$ cat src/rtl/timer_dev.sv
// timer_dev: memory-mapped countdown timer with a level interrupt request.
// Registers: CTRL (EN, MODE, IM), PRESET (reload value), COUNT (read-only).
// Optional feature macro: TIMER_AUTORELOAD_EN. When it is defined, CTRL[2:1]
// (MODE) is stored and MODE=1 selects auto-reload. When it is undefined,
// MODE is not stored, it reads 0, and every expiry is one-shot.
// Reads are combinational so the bridge can answer in the same cycle.
module timer_dev (
  input  logic        clk,
  input  logic        reset,
  input  logic        we,
  input  logic [1:0]  addr,
  input  logic [31:0] wdata,
  output logic [31:0] rdata,
  output logic        irq
);

  typedef enum logic [1:0] {StIdle, StLoad, StCnt, StInt} state_e;

  localparam logic [1:0] AddrCtrl   = 2'd0;
  localparam logic [1:0] AddrPreset = 2'd1;
  localparam logic [1:0] AddrCount  = 2'd2;

  state_e      state_q, state_d;
  logic        en_q, en_d;
  logic        im_q, im_d;
  logic        flag_q, flag_d;
  logic [31:0] preset_q, preset_d;
  logic [31:0] count_q, count_d;
  logic [1:0]  mode_rd;
  logic        reload;
  logic        ctrl_wr;
  logic        preset_wr;

  assign ctrl_wr   = we && (addr == AddrCtrl);
  assign preset_wr = we && (addr == AddrPreset);

`ifdef TIMER_AUTORELOAD_EN
  logic [1:0] mode_q, mode_d;

  // Only MODE=1 reloads; 2 and 3 fall back to one-shot behaviour.
  assign reload  = (mode_q == 2'd1);
  assign mode_rd = mode_q;

  // MODE register; the CPU write is its only source.
  always_comb begin
    mode_d = mode_q;
    if (ctrl_wr) mode_d = wdata[2:1];
  end

  // MODE storage.
  always_ff @(posedge clk or negedge reset) begin
    if (!reset) mode_q <= 2'd0;
    else        mode_q <= mode_d;
  end
`else
  assign reload  = 1'b0;
  assign mode_rd = 2'd0;
`endif

  // Next-state logic: FSM update first, CPU writes applied last so they win.
  always_comb begin
    state_d  = state_q;
    en_d     = en_q;
    im_d     = im_q;
    flag_d   = flag_q;
    preset_d = preset_q;
    count_d  = count_q;

    unique case (state_q)
      StIdle: begin
        if (en_q) state_d = StLoad;
      end
      StLoad: begin
        // Reload happens even if EN dropped in the meantime.
        count_d = preset_q;
        state_d = StCnt;
      end
      StCnt: begin
        if (!en_q) begin
          state_d = StIdle;
        end else if (count_q > 32'd1) begin
          count_d = count_q - 32'd1;
        end else begin
          // Covers COUNT==0 too, so PRESET=0 expires like PRESET=1.
          count_d = 32'd0;
          flag_d  = 1'b1;
          state_d = StInt;
        end
      end
      StInt: begin
        state_d = StIdle;
        if (reload) flag_d = 1'b0;
        else        en_d   = 1'b0;
      end
    endcase

    if (ctrl_wr) begin
      en_d   = wdata[0];
      im_d   = wdata[3];
      flag_d = 1'b0;
    end
    if (preset_wr) preset_d = wdata;
  end

  // State and register storage.
  always_ff @(posedge clk or negedge reset) begin
    if (!reset) begin
      state_q  <= StIdle;
      en_q     <= 1'b0;
      im_q     <= 1'b0;
      flag_q   <= 1'b0;
      preset_q <= 32'd0;
      count_q  <= 32'd0;
    end else begin
      state_q  <= state_d;
      en_q     <= en_d;
      im_q     <= im_d;
      flag_q   <= flag_d;
      preset_q <= preset_d;
      count_q  <= count_d;
    end
  end

  // Zero-latency register read mux; the reserved slot reads 0.
  always_comb begin
    rdata = 32'd0;
    unique case (addr)
      AddrCtrl:   rdata = {28'd0, im_q, mode_rd, en_q};
      AddrPreset: rdata = preset_q;
      AddrCount:  rdata = count_q;
      default:    rdata = 32'd0;
    endcase
  end

  assign irq = flag_q & im_q;

endmodule
$ cat config.mk
export PLATFORM = sky130hd
export DESIGN_NAME = timer_dev
export DESIGN_NICKNAME = d
export VERILOG_FILES = /design/src/rtl/timer_dev.sv
export SDC_FILE = /design/constraint.sdc
export NUM_CORES = 1
export LEC_CHECK = 0
export BUFFER_PORTS_ARGS = -buffer_cell sky130_fd_sc_hd__clkbuf_2
export CAP_MARGIN = 20
export CORE_MARGIN = 3
export CORE_UTILIZATION = 25
export DETAILED_ROUTE_END_ITERATION = 10
export GPL_ROUTABILITY_DRIVEN = 0
export PLACE_DENSITY = 0.41
export SETUP_SLACK_MARGIN = 0.2
export SYNTH_ARGS = -nofsm -noshare
export SYNTH_HDL_FRONTEND = slang
export SYNTH_SLANG_ARGS = --single-unit
$ cat constraint.sdc
create_clock -name clk -period 2.02 [get_ports clk]
set_input_delay 0.404 -clock clk [delete_from_list [all_inputs] [get_ports clk]]
set_output_delay 0.404 -clock clk [all_outputs]
set_load 0.01 [all_outputs]
=== After elaboration in Yosys (flattened, before gate mapping) ===
Index checks and enable logic that the tools add are counted.
W data, S select, Z words.

* Register bits after elaboration: 69
* Output and inout bits: 33
* Logic and storage cells: 43

* Add/subtract/negate cells: 1
* Magnitude comparators: 1
* Equality and inequality tests: 9
* Mux-type cells: 14
* Bitwise operators: 1
* Reduce and logical (&&, ||, !) cells: 11

{| class="wikitable"
|+ Operator list
! kind !! count
|-
| $pmux W32 S3 || 1
|-
| $mux W32 || 2
|-
| $pmux W32 S2 || 1
|-
| $gt A32 B1 Y1 const B || 1
|-
| $sub A32 B1 Y32 const B || 1
|-
| $pmux W2 S4 || 1
|-
| $reduce_bool A2 Y1 || 4
|-
| $eq A2 B2 Y1 const B || 3
|-
| $mux W1 || 6
|-
| $mux W2 || 3
|-
| $ne A2 B2 Y1 const B || 3
|-
| $eq A2 B1 Y1 const B || 2
|-
| $logic_not A2 Y1 || 2
|-
| $reduce_and A2 Y1 || 2
|-
| $ne A3 B3 Y1 const B || 1
|-
| $reduce_and A3 Y1 || 1
|-
| $logic_and A1 B1 Y1 || 2
|-
| $and A1 B1 Y1 || 1
|}

=== Depth between registers and ports, before layout ===
* Depth in word-level cells: 5
* Mapped depth: 10

=== Worst setup path after synthesis ===
OpenSTA, ideal clock, no wires.

* Path kind: register to register
* Start point: reg count_q[18]
* End point: reg count_q[5]
* Data arrival time: 2.039 ns
* Required time: 1.894 ns
* Path slack: -0.145 ns
* Stages on the path, launching flop included: 9
* Buffers on the path: 2
* Cells stage by stage: dfrtp_1 > buf_6 > or4_4 > nor3_4 > nand3_2 > o21ai_2 > buf_6 > nor4_2 > a221o_1

* Cells in the longest elaborated chain, start to end: 4

{| class="wikitable"
|+ Ends and longest elaborated chain
! item !! line !! text
|-
| start, declared || 28 || <nowiki>logic [31:0] count_q, count_d;</nowiki>
|-
| start signal, assigned || 120 || <nowiki>count_q <= count_d;</nowiki>
|-
| $gt A32 B1 Y1 || 81 || <nowiki>end else if (count_q > 32'd1) begin</nowiki>
|-
| $mux W32 || 81 ||
|-
| $mux W32 || 79 || <nowiki>if (!en_q) begin</nowiki>
|-
| $pmux W32 S2 || 69 || <nowiki>unique case (state_q)</nowiki>
|}

No other way between the ends. The select of a mux whose other input is x is not followed.
A chain may end at the register's enable or synchronous reset.

=== Final worst setup path ===
* Start point: reg count_q[20]
* End point: reg count_q[4]

Same word-level chain as after synthesis.

==> flow_summary.ini <==
[status]
status = finished, violations left
violations = negative setup slack

[logic_synthesis]
synth-edff-count = 0
async_flop_share_pct = 100.0
synth-seq-cells = 69
synth.distinct_cells = 59
netlist_area_um2 = 3907
syn-num-nets = 424
postSynthCellCount = 385
yosysWarningCount = 0
seq_area_frac_synth_pct = 44.19
postSynthAreaPerCell_um2 = 10.15
yosys_most_used_dff = dfrtp_1

[final_layout]
syn_to_final_growth_pct = 56.77
fillerInstances = 1534
instances_no_fill = 779
multi_input_area_um2 = 2360
final_nets = 603
drive_gt1_share_pct = 53.35
seq_area_um2 = 1729
diodes = 0

[clocking]
cts_tree = done
htreeDepth = 3
cts_buffers = 9
clock_latency_ns = 0.34
cts.path.max_buffers = 2
root_buffer = clkbuf_16
cts_sinks = 69
cts_hold_buf = 0
clk_pin_slew_worst_paths_ns = 0.06

[worst_setup_path]
critPathKind = flip-flop to flip-flop
crit_fanout = 7
crit_required_ns = 2.24
cp-end-kind = flip-flop
crit_path_start_kind = flip-flop
crit_arrival_ns = 2.39

[floorplan]
die_h_um = 131.0
fp-row-count = 45
coreArea_um2 = 15260
die_area_um2 = 17170
initial_core_util_pct = 25.61
die_w_um = 131.0
io_pins = 70

[min_path]
min_path_type = input port to async pin

[place]
place_inst = 725
port_buffers = 69
place_hpwl_mm = 9.210

[timing]
min_period_ns = 2.172
fmax_mhz = 460.5
post-route-period-util_pct = 107.5
whs_ns = 0.09112
rsz0062_at_grt = yes
drv_slew = 0
skew_ns = 0.006996
worstMarginPinSlew_ns = 0.5083
worst_slack_ns = -0.1515
relSlewSlack_pct = 66.04
hold_viol = 0
setup_violations = 12

[drt]
drc = 0
ant_nets = 0
wl_per_cell_um = 17.44
drt_pass1_iterations = 4
avgViaCountPerCell = 4.941
drt_iter0_drc = 190
wl_mm = 13.58
vias = 3849

[grt]
grt_first_pass_wirelength_mm = 21.78
grt_busiest_layer = met2
met2_usage_pct = 27.78
grt.total_usage_pct = 16.64
grt_remaining_overflow = 0
grt_pass1_vias = 4102
use_met1_pct = 21.07
grt_max_degree = 70
grt_use_met3_pct = 3.699
antenna_found_initial = 0

[pwr]
irDropWorstVdd_v = 0.0004869
powerDensity_nw_per_um2 = 1314
p_leak_nw = 2.694

[run]
maxCapViolations = 0
[kinds of logic after synthesis]
kind of cell | share of synthesized area (%)
buffers and inverters | 3.682
AOI/OAI and AO/OA | 21.39
DFF | 44.19
and+or+nand+nor | 20.08
adders and majority gates | 0.6403
muxes | 10.02
[final cells by class]
type | count | share of cell area, %
multi-input cells | 285 | 38.52
well taps | 211 | 4.310
inverters | 6 | 0.3881
repair buffers | 193 | 24.00
clock inverters | 1 | 0.08170
clock buffers | 14 | 4.473
flip-flops and latches | 69 | 28.23
[metal layers]
metal | wire [um] | part of all wire [%]
met3 | 466 | 3.4
met2 | 6671 | 49
met5 | 0 | 0
met4 | 280 | 2.1
met1 | 6163 | 45
[cells in the final DEF (no fill, tap or decap), types with 6 or more instances in the layout]
| cell type | Yosys | final |
|---|---|---|
| a21oi_1 | 16 | 10 |
| a22o_1 | 30 | 30 |
| a22oi_1 | 8 | 8 |
| and3_1 | 7 | 7 |
| buf_4 | 1 | 85 |
| buf_6 | 2 | 33 |
| clkbuf_16 | 0 | 9 |
| clkbuf_2 | 0 | 68 |
| dfrtp_1 | 69 | 67 |
| mux2_2 | 33 | 33 |
| nand2_1 | 34 | 30 |
| nand3_1 | 22 | 17 |
| nand4_1 | 6 | 6 |
| nor2_1 | 14 | 13 |
| o211ai_1 | 16 | 16 |
| o21ai_0 | 15 | 8 |
| o21ai_1 | 0 | 6 |
| or4_4 | 3 | 6 |
[report_power, final]
part / total (mW) / switching, mW / internal, mW
logic: 4.19 / 2.02 / 2.17
clock network: 1.51 / 0.590 / 0.924
registers: 2.35 / 0.484 / 1.86
total: 8.05 / 3.09 / 4.96
[synthesized netlist by cell type, drive strengths merged (4+ instances only)]
cell type | instances | area share [%]
o21ai | 17 | 2.6
a21oi | 17 | 2.3
nand3 | 23 | 3.1
and3 | 7 | 1.1
nand4 | 6 | 0.96
buf | 10 | 1.6
a22o | 30 | 6.7
or3 | 4 | 0.64
inv | 5 | 0.48
nor2 | 15 | 1.5
o211ai | 16 | 3.1
nand2 | 34 | 3.3
or4 | 8 | 1.8
o311ai | 4 | 1.1
nor3 | 8 | 1.4
nor2b | 5 | 0.80
a22oi | 8 | 1.5
clkbuf | 16 | 1.5
mux2 | 33 | 9.5
nor4 | 12 | 2.8
and2 | 5 | 0.80
dfrtp | 69 | 44
[state kept, by name (all words and copies together) (netlist names)]
name,flops
state_q,2
en_q,1
flag_q,1
im_q,1
count_q,32
preset_q,32
[metrics by stage]
step           util [%]  power, mW  area [um2]  setup TNS, ns  setup WS [ns]
2_1_floorplan         -      4.054        3941        -0.4003        -0.1080
3_3_place_gp      33.63      5.621        5131         -2.445        -0.1545
3_5_place_dp      33.63      5.624        5131         -3.006        -0.1966
4_1_cts           39.05      7.890        5958        -0.8590        -0.1430
5_1_grt           40.15      8.607        6126         -2.365        -0.2038
6_report          40.15      8.052        6126        -0.8631        -0.1515
[worst paths after layout]
kind	start	endpoint	slack [ns]	cells after the start
min in group clk	wdata[12]	preset_q[12]	0.29	2
worst max register to register	count_q[20]	count_q[4]	-0.15	6
worst max-delay path	count_q[20]	count_q[4]	-0.15	6
max in group asynchronous	reset	count_q[10]	1.61	2
worst min-delay path	reset	im_q	0.09	2
worst min register to register	preset_q[12]	count_q[12]	0.52	2
[critical path, cell delays in order (launching register included)]
cell,delay [ns]
dfrtp_1,0.39
or4_4,0.56
nor3_4,0.17
nand3_2,0.15
o21ai_4,0.28
a2bb2o_4,0.24
a221o_1,0.26
[timing repair]
| action | CTS | global route |
|---|---|---|
| endpoints found under the setup margin | 34 | 42 |
| gates cloned | 1 | 0 |
| endpoints found under the hold margin | 0 | 0 |
| resized for setup | 78 | 21 |
| pin swaps | 37 | 20 |
| buffers inserted | 28 | 10 |
(Power assumes the default switching activity.)
